File: src/rtl/conv_sched_pkg.sv
// Shared state encoding, fetch-pipeline constants and width helpers for conv_row_scheduler.
package conv_sched_pkg;

  typedef enum logic [2:0] {
    StIdle     = 3'd0,
    StFetch    = 3'd1,
    StLaunch   = 3'd2,
    StWaitConv = 3'd3,
    StWaitAdd  = 3'd4,
    StOutput   = 3'd5
  } state_e;

  localparam int unsigned FETCH_CYCLES = 4;
  localparam int unsigned FETCH_CNT_W  = 2;

  // Width of a counter that must hold values 0..n-1 (at least 1 bit).
  function automatic int unsigned idx_w(input int unsigned n);
    return (n <= 1) ? 1 : $clog2(n);
  endfunction

  // Width of the output row index port.
  function automatic int unsigned row_idx_w(input int unsigned h);
    return $clog2(h) + 1;
  endfunction

endpackage

File: src/rtl/conv_row_fetch.sv
// Four-cycle row fetch: issues three row-memory reads for (d, r) and captures the 3-row window.
module conv_row_fetch
  import conv_sched_pkg::*;
#(
  parameter int unsigned H   = 6,
  parameter int unsigned W   = 6,
  parameter int unsigned DW  = 8,
  parameter int unsigned AW  = 8,
  parameter int unsigned DCW = 2,
  parameter int unsigned RW  = 4
) (
  input  logic                  i_clk,
  input  logic                  i_rst,
  input  logic                  i_active,
  input  logic [DCW-1:0]        i_d,
  input  logic [RW-1:0]         i_r,
  output logic                  o_rd_en,
  output logic [AW-1:0]         o_rd_addr,
  input  logic [DW*(W+2)-1:0]   i_rd_data,
  output logic [DW*(W+2)-1:0]   o_image0,
  output logic [DW*(W+2)-1:0]   o_image1,
  output logic [DW*(W+2)-1:0]   o_image2,
  output logic                  o_fetch_done
);

  localparam logic [FETCH_CNT_W-1:0] LastF = FETCH_CNT_W'(FETCH_CYCLES - 1);

  logic [FETCH_CNT_W-1:0] r_f;
  logic [DW*(W+2)-1:0]    r_img0;
  logic [DW*(W+2)-1:0]    r_img1;
  logic [DW*(W+2)-1:0]    r_img2;

  // Read data lags the request by one cycle, so capture slot f holds read f-1.
  always_ff @(posedge i_clk or posedge i_rst) begin
    if (i_rst) begin
      r_f    <= '0;
      r_img0 <= '0;
      r_img1 <= '0;
      r_img2 <= '0;
    end else begin
      if (i_active) begin
        r_f <= (r_f == LastF) ? '0 : r_f + FETCH_CNT_W'(1);
        case (r_f)
          FETCH_CNT_W'(1): r_img0 <= i_rd_data;
          FETCH_CNT_W'(2): r_img1 <= i_rd_data;
          FETCH_CNT_W'(3): r_img2 <= i_rd_data;
          default: ;
        endcase
      end else begin
        r_f <= '0;
      end
    end
  end

  assign o_rd_en      = i_active && (r_f != LastF);
  assign o_rd_addr    = AW'(i_d) * AW'(H + 2) + AW'(i_r) + AW'(r_f);
  assign o_fetch_done = i_active && (r_f == LastF);
  assign o_image0     = r_img0;
  assign o_image1     = r_img1;
  assign o_image2     = r_img2;

endmodule

File: src/rtl/conv_row_scheduler.sv
// Frame sequencer for the multi-depth conv layer: fetch window, launch, collect, hand off rows.
// Optional perf counters (perf_cycles_o, perf_stall_o) enabled by defining CONV_SCHED_PERF_EN.
module conv_row_scheduler
  import conv_sched_pkg::*;
#(
  parameter int unsigned D  = 4,
  parameter int unsigned H  = 6,
  parameter int unsigned W  = 6,
  parameter int unsigned K  = 8,
  parameter int unsigned DW = 8,
  parameter int unsigned AW = 8
) (
  input  logic                      clk,
  input  logic                      rstn_i,
  input  logic                      start_i,
  output logic                      busy_o,
  output logic                      frame_done_o,
  output logic                      rd_en_o,
  output logic [AW-1:0]             rd_addr_o,
  input  logic [DW*(W+2)-1:0]       rd_data_i,
  output logic [DW*(W+2)-1:0]       image0_o,
  output logic [DW*(W+2)-1:0]       image1_o,
  output logic [DW*(W+2)-1:0]       image2_o,
  output logic                      image_start_o,
  input  logic                      conv_done_i,
  input  logic                      add_done_i,
  input  logic [DW*W*K-1:0]         add_data_i,
  output logic                      out_valid_o,
  input  logic                      out_ready_i,
  output logic [DW*W*K-1:0]         out_data_o,
  output logic [row_idx_w(H)-1:0]   out_row_o,
  output logic                      err_o
`ifdef CONV_SCHED_PERF_EN
  ,
  output logic [31:0]               perf_cycles_o,
  output logic [31:0]               perf_stall_o
`endif
);

  localparam int unsigned RW  = row_idx_w(H);
  localparam int unsigned DCW = idx_w(D);
  localparam logic [RW-1:0]  LastRow = RW'(H - 1);
  localparam logic [DCW-1:0] LastCh  = DCW'(D - 1);

  state_e              r_state;
  state_e              w_state_next;
  logic [RW-1:0]       r_row;
  logic [DCW-1:0]      r_ch;
  logic                r_err;
  logic                r_frame_done;
  logic [DW*W*K-1:0]   r_out_data;
  logic [RW-1:0]       r_out_row;
  logic                w_fetch_done;
  logic                w_start_acc;
  logic                w_accept;
  logic                w_proto_err;

  conv_row_fetch #(
    .H  (H),
    .W  (W),
    .DW (DW),
    .AW (AW),
    .DCW(DCW),
    .RW (RW)
  ) u_fetch (
    .i_clk       (clk),
    .i_rst       (rstn_i),
    .i_active    (r_state == StFetch),
    .i_d         (r_ch),
    .i_r         (r_row),
    .o_rd_en     (rd_en_o),
    .o_rd_addr   (rd_addr_o),
    .i_rd_data   (rd_data_i),
    .o_image0    (image0_o),
    .o_image1    (image1_o),
    .o_image2    (image2_o),
    .o_fetch_done(w_fetch_done)
  );

  assign w_start_acc = (r_state == StIdle) && start_i;
  assign w_accept    = (r_state == StOutput) && out_ready_i;
  // A done pulse arriving in the wrong state is dropped and only flags the error.
  assign w_proto_err = (conv_done_i && (r_state != StWaitConv)) ||
                       (add_done_i && (r_state != StWaitAdd));

  always_ff @(posedge clk or posedge rstn_i) begin
    if (rstn_i) begin
      r_state <= StIdle;
    end else begin
      r_state <= w_state_next;
    end
  end

  always_comb begin
    w_state_next  = r_state;
    busy_o        = (r_state != StIdle);
    image_start_o = 1'b0;
    out_valid_o   = 1'b0;
    case (r_state)
      StIdle: begin
        if (start_i) w_state_next = StFetch;
      end
      StFetch: begin
        if (w_fetch_done) w_state_next = StLaunch;
      end
      StLaunch: begin
        image_start_o = 1'b1;
        w_state_next  = StWaitConv;
      end
      StWaitConv: begin
        if (conv_done_i) w_state_next = (r_ch == LastCh) ? StWaitAdd : StFetch;
      end
      StWaitAdd: begin
        if (add_done_i) w_state_next = StOutput;
      end
      StOutput: begin
        out_valid_o = 1'b1;
        if (out_ready_i) w_state_next = (r_row == LastRow) ? StIdle : StFetch;
      end
      default: w_state_next = StIdle;
    endcase
  end

  always_ff @(posedge clk or posedge rstn_i) begin
    if (rstn_i) begin
      r_row        <= '0;
      r_ch         <= '0;
      r_err        <= 1'b0;
      r_frame_done <= 1'b0;
      r_out_data   <= '0;
      r_out_row    <= '0;
    end else begin
      if (w_start_acc) begin
        r_row <= '0;
        r_ch  <= '0;
        r_err <= 1'b0;
      end
      if (w_proto_err) r_err <= 1'b1;
      if ((r_state == StWaitConv) && conv_done_i) begin
        r_ch <= (r_ch == LastCh) ? '0 : r_ch + DCW'(1);
      end
      if ((r_state == StWaitAdd) && add_done_i) begin
        r_out_data <= add_data_i;
        r_out_row  <= r_row;
      end
      if (w_accept && (r_row != LastRow)) r_row <= r_row + RW'(1);
      r_frame_done <= w_accept && (r_row == LastRow);
    end
  end

  assign frame_done_o = r_frame_done;
  assign out_data_o   = r_out_data;
  assign out_row_o    = r_out_row;
  assign err_o        = r_err;

`ifdef CONV_SCHED_PERF_EN
  logic [31:0] r_perf_cycles;
  logic [31:0] r_perf_stall;

  // Both counters saturate and freeze while idle so software can read them after a frame.
  always_ff @(posedge clk or posedge rstn_i) begin
    if (rstn_i) begin
      r_perf_cycles <= '0;
      r_perf_stall  <= '0;
    end else if (w_start_acc) begin
      r_perf_cycles <= '0;
      r_perf_stall  <= '0;
    end else begin
      if (busy_o && (r_perf_cycles != 32'hFFFF_FFFF)) r_perf_cycles <= r_perf_cycles + 32'd1;
      if ((r_state == StOutput) && !out_ready_i && (r_perf_stall != 32'hFFFF_FFFF)) begin
        r_perf_stall <= r_perf_stall + 32'd1;
      end
    end
  end

  assign perf_cycles_o = r_perf_cycles;
  assign perf_stall_o  = r_perf_stall;
`endif

endmodule

File: config.mk
export PLATFORM = sky130hd
export DESIGN_NAME = conv_row_scheduler
export DESIGN_NICKNAME = d
export VERILOG_FILES = /design/src/rtl/conv_sched_pkg.sv /design/src/rtl/conv_row_fetch.sv /design/src/rtl/conv_row_scheduler.sv
export SDC_FILE = /design/constraint.sdc
export NUM_CORES = 1
export LEC_CHECK = 0
export ABC_AREA = 1
export BUFFER_PORTS_ARGS = -buffer_cell sky130_fd_sc_hd__buf_4
export CELL_PAD_IN_SITES_DETAIL_PLACEMENT = 1
export CELL_PAD_IN_SITES_GLOBAL_PLACEMENT = 1
export CORE_AREA = 2 2 413 415
export DETAILED_ROUTE_END_ITERATION = 7
export DIE_AREA = 0 0 415 417
export PLACE_DENSITY_LB_ADDON = 0.1
export SLEW_MARGIN = 40
export SYNTH_ARGS = -nofsm -noshare
export SYNTH_HDL_FRONTEND = slang
export SYNTH_SLANG_ARGS = --single-unit
File: constraint.sdc
create_clock -name clk -period 18.6 [get_ports clk]
set_clock_uncertainty 0.2 [all_clocks]
set_input_delay 0 -clock clk [delete_from_list [all_inputs] [get_ports clk]]
set_output_delay 0 -clock clk [all_outputs]
set_load 0.005 [all_outputs]
== Word level (Yosys, flattened, before mapping) ==
Index checks and enable logic that the tools add are counted.
Cells by class
  add/subtract/negate cells: 5
  equality and inequality tests: 19
  multiplexer cells: 19
  reduce and logical (&&, ||, !) cells: 20
Operators by type and width (count)
  $mux W3: 6
  $pmux W3 S6: 1
  $ne A2 B2 Y1 const B: 6
  $logic_and A1 B1 Y1: 10
  $mux W2: 5
  $add A8 B2 Y8: 1
  $mux W4: 2
  $add A5 B4 Y6: 1
  $eq A2 B2 Y1 const B: 3
  $eq A3 B2 Y1 const B: 2
  $eq A3 B3 Y1 const B: 2
  $reduce_and A2 Y1: 3
  $reduce_bool A2 Y1: 3
  $mux W1: 5
  $reduce_and A5 Y1: 1
  $add A2 B1 Y2 const B: 2
  $add A4 B1 Y4 const B: 1
  $eq A4 B3 Y1 const B: 1
  $ne A4 B3 Y1 const B: 1
  $eq A3 B1 Y1 const B: 1
  $logic_not A3 Y1: 1
  $ne A3 B2 Y1 const B: 1
  $ne A3 B3 Y1 const B: 1
  $reduce_bool A3 Y1: 1
  2 further kinds: 2
Word-level totals
  bits in registers: 593
  bits of input ports: 454
  output and inout bits: 594
  logic and storage cells: 74

== Depth between registers and ports, before layout ==
  word-level depth: 4
  mapped depth: 9
  mapped depth without buffers: 9

== Cells and area by module ==
A second synthesis with hierarchy kept.
Unflattened totals
  cell total of the unflattened synthesis: 1646
  area total of the unflattened synthesis: 23700.2 um2
Modules (own cells, without submodules)
  conv_row_scheduler: times used 1, cells an instance 919, area each 15615.0 um2, sequential area each 9984.6 um2
  conv_row_fetch: times used 1, cells an instance 727, area each 8085.3 um2, sequential area each 4854.7 um2

== Worst setup path after synthesis ==
Ideal clock, no wire load.
  path kind: register -> register
  start point: register r_state[0]
  end point: register r_out_data[54], in the netlist out_data_o[54]
  library setup time: 0.130 ns
  arrival: 1.278 ns
  slack: 16.992 ns
  cell stages (with the launch flop): 8
  path buffers: 3
  path through: dfrtp_1 > nor2_4 > nand3_2 > buf_4 > buf_4 > buf_2 > nand2_1 > o21ai_0
On the way
  word-level cells in the longest chain between the ends: 2
Ends and longest elaborated chain
  from (decl): line conv_row_scheduler.sv:45  | state_e r_state;
  from (signal assigned): line conv_row_scheduler.sv:88  | r_state <= StIdle;
  from (signal assigned): line conv_row_scheduler.sv:90  | r_state <= w_state_next;
  $eq A3 B3 Y1: line conv_row_scheduler.sv:142  | if ((r_state == StWaitAdd) && add_done_i) begin
  $logic_and A1 B1 Y1: line conv_row_scheduler.sv:142
  to (signal assigned): line conv_row_scheduler.sv:143  | r_out_data <= add_data_i;
  to (decl): line conv_row_scheduler.sv:51  | logic [DW*W*K-1:0] r_out_data;
No other way between the ends.
A chain may end at the register's enable or synchronous reset.

== Worst setup path in the final report ==
  start point: register r_state[0]
  end point: register r_out_data[294], in the netlist out_data_o[294]
Same word-level chain as after synthesis.

==> run summary <==
==================================================================================
Overall routing resource usage                                              0.1363
Yosys reg bits                                                                 593
Fraction of final layout cells with drive strength greater than 1           0.2874
Full die area                                                           173100 µm²
Number of H-tree levels                                                          3
Clock tree buffer depth                                                          3
Std cell rows                                                                  151
I/O pin count                                                                 1048
Number of pins exceeding their max-slew limit in the final report                0
Setup crit end kind                                                       register
Detailed-routing iteration count for the pre-antenna-repair pass                 5
Worst hold margin                                                         55.73 ps
Number of CTS-inserted buffers                                                  82
Die height                                                                  417 µm
Post-synth net total                                                          2914
Critical-path cell with the highest stage delay                       sky130_fd_sc_hd__buf_6
Chip width                                                                  415 µm
Minimum clock period after layout                                          4375 ps
Overflow left after global routing                                               0
Leak                                                                    0.02316 µW
Classification of the worst setup path                                register to register
Overall power of the completed layout                                      4962 µW
Worst min-delay path class                                            primary input to register
Util after Layout                                                           0.2689
Final hold violation count                                                       0
Met1 capacity usage during global routing                                   0.1511
Most Crowded Layer GR                                                         met2
Largest net degree at the start of global routing                              138
Clock slew seen by the registers of the worst setup and hold paths           60 ps
CTS-repair resized insts                                                         0
Signed area change from the synthesized netlist to the final layout         92.78%
Worst Setup Slack, final                                                  14220 ps
Arr. time, crit path                                                       4700 ps
Number of flops mapped to enable cells by yosys                                  0
Crit path cell chain                                                  nor2_4, nand3_4, buf_6, buf_6, buf_6, buf_12, buf_16, buf_16, o21ai_0
Post-Synthesis Mean Instance Area                                        9.599 µm²
Maximum ir drop on the vdd rail                                         0.07198 mV
Fraction of registers with async set or reset after synthesis                1.000
Synth cell types                                                                30
Final period util                                                           0.2352
Setup repair after global routing missed its margin                             no
Share of the yosys chip area belonging to registers                         0.6312
Normalized max-slew margin                                                  0.5069
Most repeated library cell on the critical path                       sky130_fd_sc_hd__buf_6
Highest clock rate                                                       228.6 MHz
Total of buffers placed on input and output ports                             1046
Most used DFF post-synth                                              sky130_fd_sc_hd__dfrtp_1
Initial core utilization                                                    0.1395
Latest clock arrival within the worst-skew pair                             650 ps
Area of the core region                                                 168500 µm²
Combined buffer and inverter count along the critical path                       6
Required time reported for the critical path endpoint                     18920 ps
Residual DRC count                                                               0
Final net count                                                               4840
Run status                                                               completed
Gate count after technology mapping                                           2449
Wire length of the first global-routing pass                              175.2 mm
Post-Place Setup Slack                                                    13780 ps
Transition time of the tightest slew-check pin                            739.7 ps
Yosys warns                                                                      0
Root buffer cell                                                      sky130_fd_sc_hd__clkbuf_16
Syn Std Cell Area                                                        23510 µm²
Initial antenna violation count                                                 13
Global-route met2 utilization                                               0.2381
Longest individual stage delay on the worst path                            640 ps
Worst-path maximum fanout                                                      137
Cell family with most CP delay                                        buffers and inverters
Setup violations, final                                                          0
First-iteration detailed-routing DRC count                                     871
CTS tree                                                                     built
Total negative setup slack                                                    0 ps
Max Cap Violations                                                               0
Met3 GRT Util                                                              0.04819
Global placement routability congestion                                     0.7697
Post-detailed-route via-to-cell ratio                                        3.491
Routed len/inst                                                           18.06 µm
DP HPWL                                                                   89.99 mm
Worst setup SP type                                                       register
Clk sinks                                                                      593
Power per unit of standard cell area                                  109.5 nW/µm²
Register-to-register path setup slack                                     14220 ps
Antenna Nets Post-Route                                                          0
Number of global-route vias before repair                                   25.20k
Total Wirelength                                                          120.3 mm
Total via count after detailed routing                                      23.26k
==================================================================================
-- tightest hold or removal path: cells and delay by family --
| family | cells | cell delay, ps |
|---|---|---|
| buffers and inverters | 3 | 760 |
| AOI/OAI and AO/OA | 1 | 80 |
-- report_power, final --
group / total (µW) / internal (µW) / switching [µW]
combinational: 1500 / 796 / 701
clock: 1630 / 981 / 649
sequential: 1840 / 1630 / 205
total: 4960 / 3410 / 1560
-- routing by layer --
metal | vias up | share of wire
met3 | 179 | 0.073
met5 | - | 0.00023
met1 | 11040 | 0.38
met4 | 4 | 0.039
li1 | 11380 | -
met2 | 657 | 0.50
-- cell type report --
class / instances / area, µm²
diodes: 9 / 22.52
clock buffers: 125 / 2427
clock inverters: 20 / 291.5
fillers: 19630 / 123200
inverters: 472 / 1784
multi-input cells: 1253 / 5969
flip-flops and latches: 593 / 14840
well taps: 2218 / 2775
repair buffers: 1973 / 17210
-- cell usage in the layout, fill, tap and decap left out, drive strengths merged, types with 10 or more instances in the layout --
cell / instances
nand3: 14
ha: 10
nor2: 13
clkbuf: 125
nand2: 617
buf: 1068
dlygate4sd3: 905
dfrtp: 593
o21ai: 584
inv: 474
clkinv: 12
-- through the flow --
step                      cells  cell area (µm²)
after floorplan            2449            23510
after global placement     5600            33360
after detailed placement   5604            33510
after CTS                  6654            45290
after global routing       6661            45310
final                      6663            45320
-- logic make-up (layout without fill, tap and decap cells) --
| group | after synthesis | in the layout | share of synthesized area |
|---|---|---|---|
| DFF | 593 | 593 | 0.6312 |
| adders and majority gates | 11 | 11 | 0.006174 |
| AOI/OAI and AO/OA | 586 | 586 | 0.1373 |
| other | 1 | 10 | 0.0001595 |
| and+or+nand+nor | 649 | 649 | 0.1060 |
| xor gates and xnor gates | 6 | 6 | 0.002235 |
| buffers and inverters | 603 | 2590 | 0.1169 |
-- path summary, 6_finish.rpt --
kind / startpoint / end / cells past startpoint
max: r_state[0]$_DFFE_PP0P_ / out_data_o[294]$_DFFE_PP0P_ / 9
min: add_data_i[180] / out_data_o[180]$_DFFE_PP0P_ / 4
max reg2reg: r_state[0]$_DFFE_PP0P_ / out_data_o[294]$_DFFE_PP0P_ / 9
min reg2reg: u_fetch.o_image1[9]$_DFFE_PP0P_ / u_fetch.o_image1[9]$_DFFE_PP0P_ / 2
max in group asynchronous: rstn_i / u_fetch.o_image2[28]$_DFFE_PP0P_ / 9
min in group asynchronous: rstn_i / out_data_o[367]$_DFFE_PP0P_ / 4
-- repair_timing --
item                                   in CTS  in global routing
hold buffers                              905                  0
buffers inserted                            0                  0
endpoints found under the hold margin     888                  0
-- flip-flops by register name, indices dropped and copies added, names as in the netlist --
register          flops
r_ch                  2
u_fetch.o_image0     64
u_fetch.o_image2     64
out_row_o             4
r_state               3
r_row                 4
u_fetch.o_image1     64
u_fetch.r_f           2
err_o                 1
out_data_o          384
frame_done_o          1
-- Yosys cell counts, types with 2 or more instances --
| library cell | instances | area, µm² |
|---|---|---|
| sky130_fd_sc_hd__clkbuf_1 | 14 | 52.55 |
| sky130_fd_sc_hd__buf_6 | 33 | 371.6 |
| sky130_fd_sc_hd__ha_1 | 10 | 125.1 |
| sky130_fd_sc_hd__o21ai_1 | 149 | 745.7 |
| sky130_fd_sc_hd__inv_2 | 2 | 7.510 |
| sky130_fd_sc_hd__buf_4 | 11 | 82.58 |
| sky130_fd_sc_hd__o21ai_0 | 358 | 1792 |
| sky130_fd_sc_hd__inv_1 | 470 | 1764 |
| sky130_fd_sc_hd__nand2_1 | 613 | 2301 |
| sky130_fd_sc_hd__buf_2 | 35 | 175.2 |
| sky130_fd_sc_hd__nor2_1 | 11 | 41.29 |
| sky130_fd_sc_hd__o21ai_2 | 77 | 674.4 |
| sky130_fd_sc_hd__nand3_1 | 13 | 65.06 |
| sky130_fd_sc_hd__dfrtp_1 | 593 | 14840 |
| sky130_fd_sc_hd__nand2_2 | 4 | 25.02 |
| sky130_fd_sc_hd__xor2_1 | 6 | 52.55 |
| sky130_fd_sc_hd__clkbuf_8 | 12 | 165.2 |
| sky130_fd_sc_hd__clkbuf_2 | 26 | 130.1 |
Power figures use the tool's default switching activity.
